### src/rtl/misc_pkg.sv
// Shared types and helpers for the packed-BCD to binary decoder (bcd_to_bin64).
// Honours BCD2BIN_DUAL_DIGIT_EN for the per-size start count of the digit counter.
package misc_pkg;

  localparam int unsigned W          = 64;
  localparam int unsigned DIGITS_MAX = W / 4;

  localparam logic [3:0] BCD_DIGIT_MAX = 4'd9;

  typedef enum logic [1:0] {
    SZ8  = 2'd0,
    SZ16 = 2'd1,
    SZ32 = 2'd2,
    SZ64 = 2'd3
  } size_e;

  typedef enum logic {
    IDLE = 1'b0,
    RUN  = 1'b1
  } state_e;

  function automatic logic [4:0] digits_of(input size_e sz);
    logic [4:0] n;
    case (sz)
      SZ8:     n = 5'd2;
      SZ16:    n = 5'd4;
      SZ32:    n = 5'd8;
      SZ64:    n = 5'd16;
      default: n = 5'd2;
    endcase
    return n;
  endfunction

  // Left shift that puts the most significant selected digit into [63:60].
  function automatic logic [5:0] align_shift_of(input size_e sz);
    logic [5:0] sh;
    case (sz)
      SZ8:     sh = 6'd56;
      SZ16:    sh = 6'd48;
      SZ32:    sh = 6'd32;
      SZ64:    sh = 6'd0;
      default: sh = 6'd0;
    endcase
    return sh;
  endfunction

  // Counter preload: number of RUN cycles minus one.
  function automatic logic [3:0] cnt_init_of(input size_e sz);
    logic [3:0] c;
    case (sz)
`ifdef BCD2BIN_DUAL_DIGIT_EN
      SZ8:     c = 4'd0;
      SZ16:    c = 4'd1;
      SZ32:    c = 4'd3;
      SZ64:    c = 4'd7;
`else
      SZ8:     c = 4'd1;
      SZ16:    c = 4'd3;
      SZ32:    c = 4'd7;
      SZ64:    c = 4'd15;
`endif
      default: c = 4'd0;
    endcase
    return c;
  endfunction

endpackage

### src/rtl/bcd_to_bin64_if.sv
// Dispatch/writeback bus of the BCD decoder: operand, size, tag in; result, flags, RDY out.
interface bcd_to_bin64_if;
  import misc_pkg::*;

  logic             ACT;
  logic [1:0]       SA;
  logic [4:0]       DSTi;
  logic [W-1:0]     A;
  logic             BUSY;
  logic             RDY;
  logic [4:0]       DSTo;
  logic [W-1:0]     R;
  logic             ZERO;
  logic             INV;

  modport master (
    output ACT, SA, DSTi, A,
    input  BUSY, RDY, DSTo, R, ZERO, INV
  );

  modport slave (
    input  ACT, SA, DSTi, A,
    output BUSY, RDY, DSTo, R, ZERO, INV
  );

endinterface

### src/rtl/bcd_digit_mac.sv
// Combinational decimal multiply-accumulate step: acc*10 + digit, flagging digits above 9.
module bcd_digit_mac
  import misc_pkg::*;
(
  input  logic [W-1:0] acc,
  input  logic [3:0]   digit,
  output logic [W-1:0] sum,
  output logic         invalid
);

  // Invalid digits are still weighted by their raw value so the result stays deterministic.
  assign sum     = (acc << 3'd3) + (acc << 3'd1) + {{(W-4){1'b0}}, digit};
  assign invalid = (digit > BCD_DIGIT_MAX);

endmodule

### src/rtl/bcd_to_bin64.sv
// Iterative packed-BCD (2/4/8/16 digits) to binary decoder with ZERO/INV flags.
// Define BCD2BIN_DUAL_DIGIT_EN to consume two digits per RUN cycle.
module bcd_to_bin64
  import misc_pkg::*;
(
  input  logic          CLK,
  input  logic          RESET,
  bcd_to_bin64_if.slave bus
);

  state_e       state_r;
  state_e       next_state_s;
  logic [W-1:0] shreg_r;
  logic [W-1:0] acc_r;
  logic [3:0]   cnt_r;
  logic         inv_acc_r;
  logic [4:0]   tag_r;
  logic         busy_r;
  logic         rdy_r;
  logic [4:0]   dsto_r;
  logic [W-1:0] r_r;
  logic         zero_r;
  logic         inv_r;

  logic         accepting_s;
  logic         start_s;
  logic         step_s;
  logic         last_s;
  logic [W-1:0] new_acc_s;
  logic         digit_inv_s;
  size_e        size_s;

  assign size_s = size_e'(bus.SA);

`ifdef BCD2BIN_DUAL_DIGIT_EN
  localparam int unsigned STEP_BITS = 8;

  logic [W-1:0] mid_acc_s;
  logic         inv_hi_s;
  logic         inv_lo_s;

  bcd_digit_mac u_mac_hi (
    .acc     (acc_r),
    .digit   (shreg_r[63:60]),
    .sum     (mid_acc_s),
    .invalid (inv_hi_s)
  );

  bcd_digit_mac u_mac_lo (
    .acc     (mid_acc_s),
    .digit   (shreg_r[59:56]),
    .sum     (new_acc_s),
    .invalid (inv_lo_s)
  );

  assign digit_inv_s = inv_hi_s | inv_lo_s;
`else
  localparam int unsigned STEP_BITS = 4;

  bcd_digit_mac u_mac (
    .acc     (acc_r),
    .digit   (shreg_r[63:60]),
    .sum     (new_acc_s),
    .invalid (digit_inv_s)
  );
`endif

  // State register.
  always_ff @(posedge CLK or posedge RESET) begin
    if (RESET) begin
      state_r <= IDLE;
    end else begin
      state_r <= next_state_s;
    end
  end

  // Next-state logic.
  always_comb begin
    next_state_s = state_r;
    case (state_r)
      IDLE: begin
        if (start_s) begin
          next_state_s = RUN;
        end else begin
          next_state_s = IDLE;
        end
      end
      RUN: begin
        if (last_s) begin
          next_state_s = IDLE;
        end else begin
          next_state_s = RUN;
        end
      end
      default: next_state_s = IDLE;
    endcase
  end

  // Control strobes decoded from the current state.
  always_comb begin
    accepting_s = (state_r == IDLE) || rdy_r;
    start_s     = 1'b0;
    step_s      = 1'b0;
    last_s      = 1'b0;
    case (state_r)
      IDLE: begin
        start_s = bus.ACT && accepting_s;
      end
      RUN: begin
        step_s = 1'b1;
        last_s = (cnt_r == 4'd0);
      end
      default: begin
        start_s = 1'b0;
      end
    endcase
  end

  // Datapath and registered outputs; ACT during RUN is simply not sampled.
  always_ff @(posedge CLK or posedge RESET) begin
    if (RESET) begin
      shreg_r   <= {W{1'b0}};
      acc_r     <= {W{1'b0}};
      cnt_r     <= 4'd0;
      inv_acc_r <= 1'b0;
      tag_r     <= 5'd0;
      busy_r    <= 1'b0;
      rdy_r     <= 1'b0;
      dsto_r    <= 5'd0;
      r_r       <= {W{1'b0}};
      zero_r    <= 1'b0;
      inv_r     <= 1'b0;
    end else begin
      rdy_r <= 1'b0;
      if (start_s) begin
        shreg_r   <= bus.A << align_shift_of(size_s);
        tag_r     <= bus.DSTi;
        cnt_r     <= cnt_init_of(size_s);
        acc_r     <= {W{1'b0}};
        inv_acc_r <= 1'b0;
        busy_r    <= 1'b1;
      end else if (step_s) begin
        acc_r     <= new_acc_s;
        shreg_r   <= shreg_r << STEP_BITS;
        inv_acc_r <= inv_acc_r | digit_inv_s;
        if (last_s) begin
          cnt_r  <= 4'd0;
          r_r    <= new_acc_s;
          zero_r <= (new_acc_s == {W{1'b0}});
          inv_r  <= inv_acc_r | digit_inv_s;
          dsto_r <= tag_r;
          rdy_r  <= 1'b1;
          busy_r <= 1'b0;
        end else begin
          cnt_r <= cnt_r - 4'd1;
        end
      end
    end
  end

  assign bus.BUSY = busy_r;
  assign bus.RDY  = rdy_r;
  assign bus.DSTo = dsto_r;
  assign bus.R    = r_r;
  assign bus.ZERO = zero_r;
  assign bus.INV  = inv_r;

endmodule

### src/flat_wrapper.sv
// flat-port wrapper written by rule: the top's interface ports become plain ports
module bcd_to_bin64_flat import misc_pkg::*;
  (CLK, RESET, bus_ACT, bus_SA, bus_DSTi, bus_A, bus_BUSY, bus_RDY, bus_DSTo, bus_R, bus_ZERO, bus_INV);
  bcd_to_bin64_if bus_i ();
  input  logic CLK;
  input  logic RESET;
  input wire logic [$bits(bus_i.ACT)-1:0] bus_ACT;
  input wire logic [$bits(bus_i.SA)-1:0] bus_SA;
  input wire logic [$bits(bus_i.DSTi)-1:0] bus_DSTi;
  input wire logic [$bits(bus_i.A)-1:0] bus_A;
  output wire logic [$bits(bus_i.BUSY)-1:0] bus_BUSY;
  output wire logic [$bits(bus_i.RDY)-1:0] bus_RDY;
  output wire logic [$bits(bus_i.DSTo)-1:0] bus_DSTo;
  output wire logic [$bits(bus_i.R)-1:0] bus_R;
  output wire logic [$bits(bus_i.ZERO)-1:0] bus_ZERO;
  output wire logic [$bits(bus_i.INV)-1:0] bus_INV;
  assign bus_i.ACT = bus_ACT;
  assign bus_i.SA = bus_SA;
  assign bus_i.DSTi = bus_DSTi;
  assign bus_i.A = bus_A;
  assign bus_BUSY = bus_i.BUSY;
  assign bus_RDY = bus_i.RDY;
  assign bus_DSTo = bus_i.DSTo;
  assign bus_R = bus_i.R;
  assign bus_ZERO = bus_i.ZERO;
  assign bus_INV = bus_i.INV;
  bcd_to_bin64 u_core (.CLK(CLK), .RESET(RESET), .bus(bus_i));
endmodule
### config.mk
export PLATFORM = sky130hd
export DESIGN_NAME = bcd_to_bin64_flat
export DESIGN_NICKNAME = d
export VERILOG_FILES = /design/src/rtl/misc_pkg.sv /design/src/rtl/bcd_to_bin64_if.sv /design/src/rtl/bcd_digit_mac.sv /design/src/rtl/bcd_to_bin64.sv /design/src/flat_wrapper.sv
export SDC_FILE = /design/constraint.sdc
export NUM_CORES = 1
export LEC_CHECK = 0
export CAP_MARGIN = 20
export CORE_MARGIN = 2
export CORE_UTILIZATION = 25
export DETAILED_ROUTE_END_ITERATION = 12
export SYNTH_ARGS = -nofsm -noshare
export SYNTH_HDL_FRONTEND = slang
export SYNTH_SLANG_ARGS = --single-unit
### constraint.sdc
create_clock -name CLK -period 16.9 [get_ports CLK]
set_input_delay 1.69 -clock CLK [delete_from_list [all_inputs] [get_ports CLK]]
set_output_delay 1.69 -clock CLK [all_outputs]
set_load 0.05 [all_outputs]
[Yosys cells after proc, flatten, opt, wreduce, memory -nomap -nowiden]
Cells that the tools add are included.
Word-level totals
  RAM bits: 0
  flip-flop bits (word level): 211
  bits in latches: 0
  ROM bits: 0
  memories: 0
  input bits: 74
  logic and storage cells: 56
Operators by class
  multiply operators: 0
  order comparisons: 1
  equality and inequality tests: 3
  bitwise logic cells: 3
  multiplexer cells: 24
  reductions and logical operators: 9
  shifts and indexed selects: 1
  add/sub/neg operators: 3
  divide/modulo/power cells: 0
Operator list (count)
  $mux W64: 2
  $mux W63: 2
  $add A64 B4 Y64: 1
  $add A64 B64 Y64: 1
  $logic_not A64 Y1: 1
  $shl A64 B6 Y64: 1
  $pmux W6 S4: 1
  $pmux W4 S4: 1
  $mux W1: 13
  $mux W4: 3
  $mux W6: 1
  $eq A2 B2 Y1 const B: 2
  $gt A4 B4 Y1 const B: 1
  $logic_not A4 Y1: 1
  $reduce_bool A2 Y1: 2
  $sub A4 B1 Y4 const B: 1
  $reduce_and A3 Y1: 1
  $eq A2 B1 Y1 const B: 1
  $logic_not A2 Y1: 1
  $not A1 Y1: 2
  $pmux W1 S2: 1
  $reduce_and A2 Y1: 1
  $logic_and A1 B1 Y1: 1
  $logic_or A1 B1 Y1: 1
  $or A1 B1 Y1: 1

[Depth between registers and ports, before layout]
  word-level depth: 7
  depth in mapped cells: 16

[Modules after synthesis]
From an unflattened synthesis, not the netlist that was laid out.
Second synthesis, totals
  cells, all modules: 1650
  area total of the unflattened synthesis: 13774.5 um2
By module, submodules not included
  bcd_to_bin64: cells each 1025, instances 1, area each 9208.8 um2
  bcd_digit_mac: cells each 625, instances 1, area each 4565.6 um2

[Worst setup path after synthesis]
Ideal clock, no wire load.
  kind: reg-to-reg
  start: register u_core.acc_r[0]
  end: register u_core.zero_r (netlist: u_core.bus.ZERO)
  cell stages (with the launch flop): 17
  arrival: 3674 ps
  path slack: 13160 ps
  clock period less this slack: 3740 ps
  buffers on the path: 0
  setup time: 66 ps
  cell sequence: dfrtp_1 > inv_1 > fa_1 > inv_1 > ha_1 > a211oi_1 > o31ai_2 > a21oi_1 > nor3_1 > nor3_4 > a211o_1 > o2111ai_2 > nand2_1 > or4_1 > nor4_1 > nand4_1 > nand2_1
Between the ends
  word-level cells in the longest chain between the ends: 3
RTL lines
  start, declared: line bcd_to_bin64.sv:14  | logic [W-1:0] acc_r;
  start signal, assigned: line bcd_to_bin64.sv:123  | acc_r <= {W{1'b0}};
  start signal, assigned: line bcd_to_bin64.sv:139  | acc_r <= {W{1'b0}};
  start signal, assigned: line bcd_to_bin64.sv:143  | acc_r <= new_acc_s;
  $add A64 B64 Y64: line bcd_digit_mac.sv:12  | assign sum = (acc << 3'd3) + (acc << 3'd1) + {{(W-4){1'b0}}, digit};
  $add A64 B4 Y64: line bcd_digit_mac.sv:12
  $logic_not A64 Y1: line bcd_to_bin64.sv:149  | zero_r <= (new_acc_s == {W{1'b0}});
  end signal, assigned: line bcd_to_bin64.sv:149
  end, declared: line bcd_to_bin64.sv:22  | logic zero_r;
Every way passes these cells.
A chain may end at the register's enable or synchronous reset.

[Worst setup path in the final report]
Ends and elaborated chain as after synthesis.

==> flow_summary.toml <==
[yosys]
async_flop_share_pct = 100
syn-cell-area_um2 = 13700
synth_xor_area_share_pct = 3.45
synth_area_leader_cell = "dfrtp_1"
yosysTopAreaCellShare_pct = 38.6
yosysWarnings = 0
synth_ff_type = "dfrtp_1"
synth_top_family_by_area = "compound AO/OA/AOI/OAI gates"
synth_edf_count = 0
syn-num-nets = 1840
syn_inst = 1640
synthMuxAreaShare_pct = 2.27
synth.distinct_cells = 71
ys_seq_area_share_pct = 38.6
synth_compound_area_share_pct = 20.5
synth_area_per_cell_um2 = 8.34
yosys-top-cells-area = "dfrtp_1 39%, ha_1 11%, nand2_1 11%"
synthAdderAreaFrac_pct = 11.6
synth-simple-area-share_pct = 20.1
synth.ff_latch_count = 211

[worst_setup_path]
ff2ff_path_depth = 16
critPathKind = "flip-flop to flip-flop"
critical_path_arrival_ns = 5.22
startpoint_type = "flip-flop"
critPathCaptureType = "flip-flop"
crit_required_ns = 17.40
rrSetupSlack_ns = 12.18
cp_max_fo = 6

[layout]
num_antenna_cells = 0
mostFrequentLayoutCells = "404 x nand2_1, 210 x dfrtp_1, 165 x o21ai_0, 145 x clkdlybuf4s50_1, 142 x a21oi_1"
final_common_cell = "nand2_1"
nets = 1935
area_delta_synth_final_pct = 22.4
drive_above_1_share_pct = 5.19

[sta]
fmax_ghz = 0.212
slew_headroom_pct = 26.8
finalCriticalPeriod_ns = 4.72
tightest_slew_ns = 1.10
setup_viol = 0
slew_viol_final = 0
hold_viol = 0
fin_skew_ns = 0.0231
fin_setup_tns_ns = 0
fin_crit_sh_pct = 27.9
rsz0062_at_grt = "false"

[global_route]
grt_pass1_vias = 12400
gr-usage-all-layers_pct = 16.1
grt_max_degree = 97
grt-ovfl-total = 0
grt_pass1_wl_mm = 72.3
antenna_found_initial = 0

[clock_tree]
root_buffer = "clkbuf_16"
clk_pin_slew_worst_paths_ns = 0.06
cts_tree = "done"
cts_made_buffers = 26
clock-sinks = 211
clk_latency_ns = 0.58
cts.path.max_buffers = 3
cts_htree_levels = 1
cts_hold_buf = 0
post_cts_buffers = 0
post_cts_resized = 0

[job]
drv_cap = 0

[route]
drt-total-wl_mm = 46.1
via_per_inst = 5.11
wl_per_cell_um = 18.8
vias = 12500
drtIter0Drc = 901
drc_errors = 0
ant_nets = 0
drtPass1Iterations = 5

[place]
routabilityCongestion = 0.936
hpwl_mm = 33.9
port_buffers = 146

[die]
ios = 147
initial_core_util_pct = 25.4
row_count = 85
fp.dieH_um = 238
dieWidth_um = 238
fp.coreArea_um2 = 53900
die-area_um2 = 56600

[hold_path]
hold_path.class = "flip-flop to flip-flop"
whs_path_depth = 2

[outcome]
status = "finished, final reports clean"
kinds of logic after synthesis:
logic type                 count (synthesis)
and+or+nand+nor                          630
AOI/OAI and AO/OA                        473
DFF                                      211
adders and majority gates                126
buffers and inverters                    122
xor gates and xnor gates                  53
muxes                                     25
critical path, stage by stage (launching register included):
cell,delay [ns]
dfrtp_1,0.35
inv_1,0.07
fa_1,0.62
inv_1,0.07
ha_1,0.27
a211oi_1,0.09
o31ai_2,0.50
a21oi_1,0.25
o211ai_1,0.44
a21oi_1,0.22
xnor2_1,0.23
or4_1,0.58
nor3_1,0.24
nand4_1,0.17
nor4_1,0.30
nand4_1,0.15
nand2_1,0.10
final cells by class:
type	count	area, um^2
Multi-Input combinational cell	1307	7930
Clock buffer	35	744
Sequential cell	211	5280
Tap cell	696	871
Clock inverter	13	258
Fill cell	5662	37200
Timing Repair Buffer	155	1530
Inverter	34	135
synthesized netlist by cell type, drive strengths merged (15+ instances only):
cell    count
buf        15
xnor2      23
nor2b      41
a21o       22
dfrtp     211
o21ai     169
nor2       76
ha        124
xor2       30
nor3       24
clkbuf     73
nand4      21
nand2     404
inv        32
a21oi     142
o22ai      39
worst paths after layout:
kind,startpoint,end
worst max-delay path,u_core.acc_r[0],u_core.bus.ZERO
worst min-delay path,u_core.tag_r[3],u_core.bus.DSTo[3]
worst max register to register,u_core.acc_r[0],u_core.bus.ZERO
worst min register to register,u_core.tag_r[3],u_core.bus.DSTo[3]
max in group asynchronous,RESET,u_core.bus.R[49]
min in group asynchronous,RESET,u_core.shreg_r[39]
sequential cells by signal, indices dropped and copies added, names as in the netlist, 4 cells and up:
| signal | cells |
|---|---|
| u_core.bus.R | 64 |
| u_core.tag_r | 5 |
| u_core.cnt_r | 4 |
| u_core.acc_r | 63 |
| u_core.bus.DSTo | 5 |
| u_core.shreg_r | 64 |
stage by stage:
stage	cells	instance area, um^2	utilization, %	worst slack (ns)	hold slack [ns]
floorplan	1640	13700	-	9.44	0.439
global placement	2402	15700	29.2	12.28	0.449
detailed placement	2403	15700	29.2	12.24	0.461
CTS	2451	16800	31.1	12.22	0.473
global route	2451	16800	31.1	11.94	0.480
finish	2451	16800	31.1	12.18	0.464
per-layer routing:
metal	routed length, um	share of wire, %	up-vias	GRT usage (%)
met1	21300	46	6111	22.4
met2	20600	45	399	25.6
met5	0	0	-	0
li1	-	-	5971	-
met4	736	1.6	0	3.09
met3	3400	7.4	46	3.66
Power is left out: the tool's default activity adds up to more than one toggle a clock period on the data nets, which glitch-free logic cannot reach.
